==> src/rtl/cipher_seq_ctrl_pkg.sv <==
// Shared constants for the receive -> decrypt -> display/echo sequencer.
// State encodings are plain 3-bit constants so older tooling can reuse them.
package cipher_seq_ctrl_pkg;

    localparam int unsigned DEF_DATA_W = 64;
    localparam int unsigned DISP_W     = 32;

    localparam logic [2:0] ST_IDLE      = 3'd0;
    localparam logic [2:0] ST_LOAD      = 3'd1;
    localparam logic [2:0] ST_WAIT      = 3'd2;
    localparam logic [2:0] ST_CAPTURE   = 3'd3;
    localparam logic [2:0] ST_SEND      = 3'd4;
    localparam logic [2:0] ST_SEND_WAIT = 3'd5;

endpackage

==> src/rtl/cipher_seq_ctrl.sv <==
// Sequences one ciphertext frame at a time through a fixed-latency decrypt core,
// latches the plaintext for the display and optionally echoes it over the UART.
module cipher_seq_ctrl
    import cipher_seq_ctrl_pkg::*;
#(
    parameter int unsigned DATA_W      = DEF_DATA_W,
    parameter int unsigned DEC_LATENCY = 16,
    parameter bit          ENABLE_TX   = 1'b1,
    parameter int unsigned BUSY_GUARD  = 4
) (
    input  logic              CLK100MHZ,
    input  logic              CPU_RESETN,
    input  logic              recv_done,
    input  logic [DATA_W-1:0] recv_data,
    output logic [DATA_W-1:0] dec_in,
    input  logic [DATA_W-1:0] dec_result,
    output logic [DISP_W-1:0] disp_data,
    output logic              disp_valid,
    output logic              send_en,
    output logic [DATA_W-1:0] send_data,
    input  logic              send_busy,
    output logic              overrun,
    output logic [15:0]       frame_cnt,
    output logic              busy
);

    localparam int unsigned WCNT_W = (DEC_LATENCY > 1) ? $clog2(DEC_LATENCY) : 1;
    localparam int unsigned GCNT_W = (BUSY_GUARD > 1) ? $clog2(BUSY_GUARD) : 1;

    logic [2:0]        state_q, state_d;
    logic [DATA_W-1:0] pend_data_q, pend_data_d;
    logic              pend_valid_q, pend_valid_d;
    logic [WCNT_W-1:0] wcnt_q, wcnt_d;
    logic [GCNT_W-1:0] gcnt_q, gcnt_d;
    logic              seen_busy_q, seen_busy_d;
    logic [DATA_W-1:0] plain_q, plain_d;
    logic [DATA_W-1:0] dec_in_q, dec_in_d;
    logic [DISP_W-1:0] disp_data_q, disp_data_d;
    logic              disp_valid_q, disp_valid_d;
    logic              send_en_q, send_en_d;
    logic [DATA_W-1:0] send_data_q, send_data_d;
    logic              overrun_q, overrun_d;
    logic [15:0]       frame_cnt_q, frame_cnt_d;
    logic              consume;

    always_comb begin
        // NOTE: every variable gets a default here so no path can infer a latch.
        state_d      = state_q;
        pend_data_d  = pend_data_q;
        pend_valid_d = pend_valid_q;
        wcnt_d       = wcnt_q;
        gcnt_d       = gcnt_q;
        seen_busy_d  = seen_busy_q;
        plain_d      = plain_q;
        dec_in_d     = dec_in_q;
        disp_data_d  = disp_data_q;
        disp_valid_d = disp_valid_q;
        send_en_d    = 1'b0;
        send_data_d  = send_data_q;
        overrun_d    = overrun_q;
        frame_cnt_d  = frame_cnt_q;
        consume      = 1'b0;

        case (state_q)
            ST_IDLE: begin
                if (pend_valid_q) state_d = ST_LOAD;
            end
            ST_LOAD: begin
                dec_in_d = pend_data_q;
                consume  = 1'b1;
                wcnt_d   = WCNT_W'(DEC_LATENCY - 1);
                state_d  = ST_WAIT;
            end
            ST_WAIT: begin
                if (wcnt_q == '0) state_d = ST_CAPTURE;
                else              wcnt_d  = wcnt_q - WCNT_W'(1);
            end
            ST_CAPTURE: begin
                plain_d      = dec_result;
                disp_data_d  = dec_result[DISP_W-1:0];
                disp_valid_d = 1'b1;
                frame_cnt_d  = frame_cnt_q + 16'd1;
                state_d      = ENABLE_TX ? ST_SEND : ST_IDLE;
            end
            ST_SEND: begin
                if (!send_busy) begin
                    send_en_d   = 1'b1;
                    send_data_d = plain_q;
                    gcnt_d      = GCNT_W'(BUSY_GUARD - 1);
                    seen_busy_d = 1'b0;
                    state_d     = ST_SEND_WAIT;
                end
            end
            ST_SEND_WAIT: begin
                // Give up if the transmitter never acknowledges, otherwise wait for its fall.
                if (!seen_busy_q) begin
                    if (send_busy)          seen_busy_d = 1'b1;
                    else if (gcnt_q == '0)  state_d     = ST_IDLE;
                    else                    gcnt_d      = gcnt_q - GCNT_W'(1);
                end else if (!send_busy) begin
                    state_d = ST_IDLE;
                end
            end
            default: state_d = ST_IDLE;
        endcase

        // A frame landing in the consuming clock refills the slot instead of overrunning.
        if (recv_done) begin
            pend_data_d  = recv_data;
            pend_valid_d = 1'b1;
            if (pend_valid_q && !consume) overrun_d = 1'b1;
        end else if (consume) begin
            pend_valid_d = 1'b0;
        end
    end

    always_ff @(posedge CLK100MHZ or negedge CPU_RESETN) begin
        if (!CPU_RESETN) begin
            state_q      <= ST_IDLE;
            pend_data_q  <= '0;
            pend_valid_q <= 1'b0;
            wcnt_q       <= '0;
            gcnt_q       <= '0;
            seen_busy_q  <= 1'b0;
            plain_q      <= '0;
            dec_in_q     <= '0;
            disp_data_q  <= '0;
            disp_valid_q <= 1'b0;
            send_en_q    <= 1'b0;
            send_data_q  <= '0;
            overrun_q    <= 1'b0;
            frame_cnt_q  <= '0;
        end else begin
            // NOTE: non-blocking updates so every register samples pre-edge values.
            state_q      <= state_d;
            pend_data_q  <= pend_data_d;
            pend_valid_q <= pend_valid_d;
            wcnt_q       <= wcnt_d;
            gcnt_q       <= gcnt_d;
            seen_busy_q  <= seen_busy_d;
            plain_q      <= plain_d;
            dec_in_q     <= dec_in_d;
            disp_data_q  <= disp_data_d;
            disp_valid_q <= disp_valid_d;
            send_en_q    <= send_en_d;
            send_data_q  <= send_data_d;
            overrun_q    <= overrun_d;
            frame_cnt_q  <= frame_cnt_d;
        end
    end

    assign dec_in     = dec_in_q;
    assign disp_data  = disp_data_q;
    assign disp_valid = disp_valid_q;
    assign send_en    = send_en_q;
    assign send_data  = send_data_q;
    assign overrun    = overrun_q;
    assign frame_cnt  = frame_cnt_q;
    assign busy       = (state_q != ST_IDLE);

endmodule

==> config.mk <==
export PLATFORM = sky130hd
export DESIGN_NAME = cipher_seq_ctrl
export DESIGN_NICKNAME = d
export VERILOG_FILES = /design/src/rtl/cipher_seq_ctrl_pkg.sv /design/src/rtl/cipher_seq_ctrl.sv
export SDC_FILE = /design/constraint.sdc
export NUM_CORES = 1
export LEC_CHECK = 0
export BUFFER_PORTS_ARGS = -buffer_cell sky130_fd_sc_hd__buf_2
export CAP_MARGIN = 20
export CORE_MARGIN = 8
export CORE_UTILIZATION = 40
export CTS_CLUSTER_DIAMETER = 80
export CTS_CLUSTER_SIZE = 20
export DETAILED_ROUTE_END_ITERATION = 10
export PLACE_DENSITY_LB_ADDON = 0.2
export SLEW_MARGIN = 30
export SYNTH_ARGS = -nofsm -noshare
export SYNTH_HDL_FRONTEND = slang
export SYNTH_SLANG_ARGS = --single-unit
export TNS_END_PERCENT = 10
==> constraint.sdc <==
create_clock -name CLK100MHZ -period 1.95 [get_ports CLK100MHZ]
set_input_delay 0.0975 -clock CLK100MHZ [delete_from_list [all_inputs] [get_ports CLK100MHZ]]
set_output_delay 0.0975 -clock CLK100MHZ [all_outputs]
set_load 0.01 [all_outputs]
==> results of run 1 <==
==> metal layers <==
layer / wire length, µm / vias up / GRT usage
li1: - / 3871 / -
met1: 12520 / 3936 / 0.2168
met2: 12690 / 241 / 0.2684
met3: 2550 / 41 / 0.05857
met4: 663 / 0 / 0.04229
met5: 0 / - / 0
==> stage by stage <==
step | hold slack, ps | setup slack, ps | cell area [µm²] | cells | util
floorplan | -198.1 | 420.9 | 11170 | 971 | -
global placement | 56.38 | 307.1 | 13040 | 1603 | 0.4721
detailed placement | 62.41 | 269.8 | 13040 | 1603 | 0.4721
CTS | 100.0 | 31.40 | 14840 | 1755 | 0.5371
global route | 118.3 | 60.05 | 14840 | 1755 | 0.5372
finish | 105.9 | 129.0 | 14840 | 1755 | 0.5372
==> power by group through the flow <==
stage	Sequential [mW]	Combinational (mW)	Clock [mW]
final	9.39	7.20	3.71
after global routing	9.71	8.06	4.06
after CTS	9.41	7.34	3.87
after detailed placement	9.49	7.14	0
after global placement	9.47	6.96	0
after floorplan	9.82	4.01	0
==> layout by cell type (no fill, tap or decap), types with 2 or more instances in the layout <==
cell type      instances
nand2_1              393
clkbuf_16             19
a21oi_1                3
a21o_1                 2
dlygate4sd3_1        130
buf_2                310
inv_1                  4
nand3_1               11
nor2_1                 6
mux2_2               128
o21ai_0                5
xnor2_1               13
nand2b_1               3
a31oi_1                2
nand4_1                4
dfrtp_1              285
buf_4                 10
xor2_1                 3
buf_12                12
and3_1                 5
a22oi_1                2
ha_1                   3
nor3_1                 2
==> registers in the layout (all words and copies together) (netlist names) <==
signal	count
disp_valid	1
pend_valid_q	1
dec_in	64
overrun	1
send_en	1
pend_data_q	64
frame_cnt	16
wcnt_q	4
send_data	64
plain_q	64
seen_busy_q	1
state_q	3
gcnt_q	2
==> final cells by class <==
cell class / instances / area (µm²) / share of cell area
flip-flops and latches: 286 / 7158 / 0.4823
inverters: 4 / 15.01 / 0.001012
clock buffers: 20 / 479.2 / 0.03229
clock inverters: 2 / 16.27 / 0.001096
well taps: 378 / 473.0 / 0.03187
repair buffers: 463 / 3183 / 0.2145
multi-input cells: 602 / 3517 / 0.2370
==> timing repair <==
action	CTS	global route
hold endpoints to repair	410	0
buffers inserted	0	0
endpoints found under the setup margin	0	1
hold buffers	130	0
gates resized for setup	0	1
==> cells by family after synthesis <==
kind of cell	after synthesis	share of synthesized area
and+or+nand+nor	436	0.1579
DFF	286	0.6407
muxes	128	0.1290
buffers and inverters	83	0.04581
AOI/OAI and AO/OA	19	0.01064
xor gates and xnor gates	16	0.01255
adders and majority gates	3	0.003361
==> final timing paths <==
check	slack, ps	to	depth (start not counted)
max	130	busy	3
min	110	send_data[12]	2
max reg2reg	250	send_data[63]	5
min reg2reg	460	dec_in[42]	2
max in group asynchronous	1090	plain_q[9]	4
min in group CLK100MHZ	120	pend_data_q[7]	2
==> cell usage after synthesis (2+ instances only) <==
cell type,number
buf_6,2
and3_1,5
nor2_1,7
a21oi_1,3
buf_2,16
xor2_1,3
nor3_1,2
nand3_1,11
buf_1,3
dfrtp_1,286
a21o_1,2
o21ai_0,5
inv_1,4
nand2b_1,3
a22oi_1,2
buf_4,44
xnor2_1,13
nand2_1,393
ha_1,3
a31oi_1,2
nor3b_2,2
mux2_2,128
nand4_1,4
clkbuf_1,14
==> results.sh, run 1 <==
export IMPL_outcome="complete, no violations"
export IMPL_drt_iter0_drc=457
export IMPL_cts_buffers=18
export IMPL_fin_tns_setup_ps=0
export IMPL_overflow=0
export IMPL_area_delta_synth_final_pct=32.86
export IMPL_fin_crit_sh=0.9339
export IMPL_pwr_share_clk=0.183
export IMPL_fin_worst_skew_ps=12.98
export IMPL_clock_path_buffers=3
export IMPL_wl_per_cell_um=16.19
export IMPL_p_switching_mw=7.288
export IMPL_fillerInstances=2379
export IMPL_cap_violations=0
export IMPL_synth_edf_count=0
export IMPL_cts_sinks=286
export IMPL_first_pass_iters=4
export IMPL_ir_drop_uv=790.3
export IMPL_startpoint_type="register"
export IMPL_fin_nets=1510
export IMPL_antenna_found_initial=0
export IMPL_grt_pass1_vias=8805
export IMPL_rows=61
export IMPL_fmax_mhz=549.1
export IMPL_portBuffers=311
export IMPL_drc=0
export IMPL_finalMaxSlewViolations=0
export IMPL_setup_violations=0
export IMPL_min_path_type="in -> async"
export IMPL_min_period_ps=1821
export IMPL_initial_utilization=0.4043
export IMPL_path_clk_slew_ps=90
export IMPL_synth_top_area_share=0.6407
export IMPL_grt_usage=0.1682
export IMPL_grt_max_degree=68
export IMPL_dpl_hpwl_um=18780
export IMPL_worstSetupStartpoint="state_q[0]"
export IMPL_netlist_area_um2=11170
export IMPL_yosys_warnings=0
export IMPL_layout_drive_gt1_share=0.3573
export IMPL_cts_htree_levels=1
export IMPL_grt_pass1_wl_um=46570
export IMPL_p_total_mw=20.31
export IMPL_gp_congestion=0.7596
export IMPL_async_flop_share=1.000
export IMPL_synth_seq_area_share=0.6407
export IMPL_via_per_inst=4.609
export IMPL_p_leak_nw=7.666
export IMPL_yosys_most_used_dff="dfrtp_1"
export IMPL_power_internal_mw=13.02
export IMPL_crit_fanout=10
export IMPL_io_pins=312
export IMPL_rsz0062_at_grt="no"
export IMPL_die_area_um2=33530
export IMPL_cp_slowest_cell="dfrtp_2"
export IMPL_end_kind="output pin"
export IMPL_tritoncts="yes"
export IMPL_synth_top_cell_by_area="dfrtp_1"
export IMPL_cpPeakStageDelay_ps=500
export IMPL_die_w_um=183.1
export IMPL_crit_chain="buf_4 > or3_1 > buf_2"
export IMPL_worst_slew_pin_slew_ps=459.5
export IMPL_diodes=0
export IMPL_root_buffer="clkbuf_16"
export IMPL_fp_dieH_um=183.1
export IMPL_cellPowerDensity_nw_per_um2=1368
export IMPL_cp_top_family="flip-flops"
export IMPL_swShare=0.3589
export IMPL_worstPathArrival_ps=1720
export IMPL_reg2reg_from="state_q[1]"
export IMPL_p_comb_frac=0.355
export IMPL_worstSetupPathType="reg -> out"
export IMPL_relSlewSlack=0.6937
export IMPL_dr_total_vias=8089
export IMPL_syn_nets=1106
export IMPL_insertion_delay_ps=500
export IMPL_ys_ff_latch=286
export IMPL_yosys_top_cells_area="dfrtp_1, nand2_1, mux2_2"
export IMPL_synth_avg_cell_area_um2=11.50
export IMPL_synth_cell_types=38
export IMPL_netlist_instances=971
export IMPL_seqPwrFrac=0.463
export IMPL_wl_um=28420
export IMPL_cp_num_buf_inv=2
export IMPL_coreArea_um2=27630
export IMPL_hold_violations=0
export IMPL_ant_nets=0
export IMPL_critPathRequiredTime_ps=1850
No activity file was read; power rests on OpenSTA's default activity.
==> run 2: changes to the inputs <==
- CORE_ASPECT_RATIO: default -> 0.8
==> results.sh, run 2 (synthesis results as in run 1) <==
export IMPL_die_area_um2=33560
export IMPL_initial_utilization=0.4082
export IMPL_rsz0062_at_grt="no"
export IMPL_cpPeakStageDelay_ps=470
export IMPL_hold_violations=0
export IMPL_cts_buffers=18
export IMPL_place_ws_ps=155.5
export IMPL_r2r_setup_slack_ps=130
export IMPL_insertion_delay_ps=500
export IMPL_first_pass_iters=4
export IMPL_fin_tns_setup_ps=0
export IMPL_cts_htree_levels=1
export IMPL_min_period_ps=1821
export IMPL_tritoncts="yes"
export IMPL_dr_total_vias=8132
export IMPL_grt_pass1_wl_um=48100
export IMPL_worstSetupPathType="reg -> reg"
export IMPL_crit_fanout=22
export IMPL_rows=54
export IMPL_cts_sinks=286
export IMPL_end_kind="register"
export IMPL_fin_crit_sh=0.9337
export IMPL_final_common_cell="nand2_1"
export IMPL_grt_usage=0.1730
export IMPL_via_per_inst=4.652
export IMPL_crit_chain="nor2b_2 > nand2b_1 > nor2_4 > buf_12 > buf_12 > mux2_2"
export IMPL_cap_violations=0
export IMPL_regArea_um2=7157
export IMPL_cts_setup_buffers=0
export IMPL_drt_iter0_drc=410
export IMPL_grt_pass1_vias=8801
export IMPL_top_usage_layer="met2"
export IMPL_grt_max_degree=76
export IMPL_dpl_hpwl_um=19380
export IMPL_cp_slowest_cell="dfrtp_1"
export IMPL_layout_drive_gt1_share=0.3601
export IMPL_antenna_found_initial=1
export IMPL_overflow=0
export IMPL_gr_usage_met3=0.05245
export IMPL_fillerInstances=2398
export IMPL_cellPowerDensity_nw_per_um2=1380
export IMPL_portBuffers=311
export IMPL_relSlewSlack=0.7161
export IMPL_cts_hold_buf=130
export IMPL_path_clk_slew_ps=90
export IMPL_fin_nets=1517
export IMPL_ant_nets=0
export IMPL_fmax_mhz=549.2
export IMPL_fp_dieH_um=165.5
export IMPL_grtUsageMet1=0.2314
export IMPL_wl_per_cell_um=16.73
export IMPL_outcome="complete, no violations"
export IMPL_mostFrequentLayoutCells="nand2_1, buf_2, dfrtp_1, dlygate4sd3_1, mux2_2"
export IMPL_postCtsResizedCells=0
export IMPL_area_delta_synth_final_pct=33.15
export IMPL_worst_slew_pin_slew_ps=420.5
export IMPL_startpoint_type="register"
export IMPL_io_pins=312
export IMPL_critPathRequiredTime_ps=2330
export IMPL_die_w_um=202.8
export IMPL_coreArea_um2=27360
export IMPL_gr_usage_met2=0.2747
export IMPL_p_leak_nw=7.711
export IMPL_ir_drop_uv=862.7
export IMPL_wl_um=29240
export IMPL_clock_path_buffers=3
export IMPL_fin_worst_skew_ps=19.93
export IMPL_finalWorstSetupSlack_ps=129.3
export IMPL_root_buffer="clkbuf_16"
export IMPL_setup_violations=0
export IMPL_min_path_type="in -> async"
export IMPL_finalMaxSlewViolations=0
export IMPL_multi_input_area_um2=3517
export IMPL_cpMostUsedCell="buf_12"
export IMPL_worstPathArrival_ps=2200
export IMPL_drc=0
export IMPL_gp_congestion=0.7674
run 2: final timing paths:
check	from	to	cells after the start
min reg2reg	pend_data_q[59]	dec_in[59]	2
max	state_q[1]	send_data[25]	6
max reg2reg	state_q[1]	send_data[25]	6
min in group CLK100MHZ	recv_done	pend_valid_q	3
min	CPU_RESETN	plain_q[9]	2
max in group asynchronous	CPU_RESETN	send_data[25]	3
run 2: where the power goes:
part,switching [mW],internal (mW),total (mW)
clock,1.94,1.89,3.83
combinational,4.08,3.21,7.29
sequential,1.30,8.10,9.40
total,7.33,13.2,20.5
run 2: metrics by stage:
stage                     cell area, µm²  utilization  instances  power, mW  hold slack, ps
after detailed placement           13050       0.4770       1596      16.71           21.62
after CTS                          14870       0.5435       1747      20.87           74.82
after global placement             13050       0.4770       1596      16.53           24.46
final                              14870       0.5436       1748      20.52           88.44
after floorplan                    11170            -        971      13.83          -198.1
after global routing               14870       0.5436       1748      22.08           95.44
run 2: worst max-delay path, delay by kind of cell (launching register included):
| family | cells | cell delay [ps] |
|---|---|---|
| flip-flops | 1 | 470 |
| AND/OR/NAND/NOR | 3 | 500 |
| multiplexers | 1 | 340 |
| buffers and inverters | 2 | 370 |
run 2: area by class of cell:
class	instances	area share
sequential	286	0.4812
multi-input combinational	602	0.2365
timing repair buffer	470	0.2158
clock buffer	19	0.03196
tap	364	0.03062
clock inverter	2	0.002776
inverter	4	0.001009
antenna	1	0.0001682
run 2: layer usage:
layer | part of all wire | vias up
li1 | - | 3895
met1 | 0.44 | 3958
met2 | 0.46 | 236
met3 | 0.078 | 43
met4 | 0.022 | 0
met5 | 0 | -
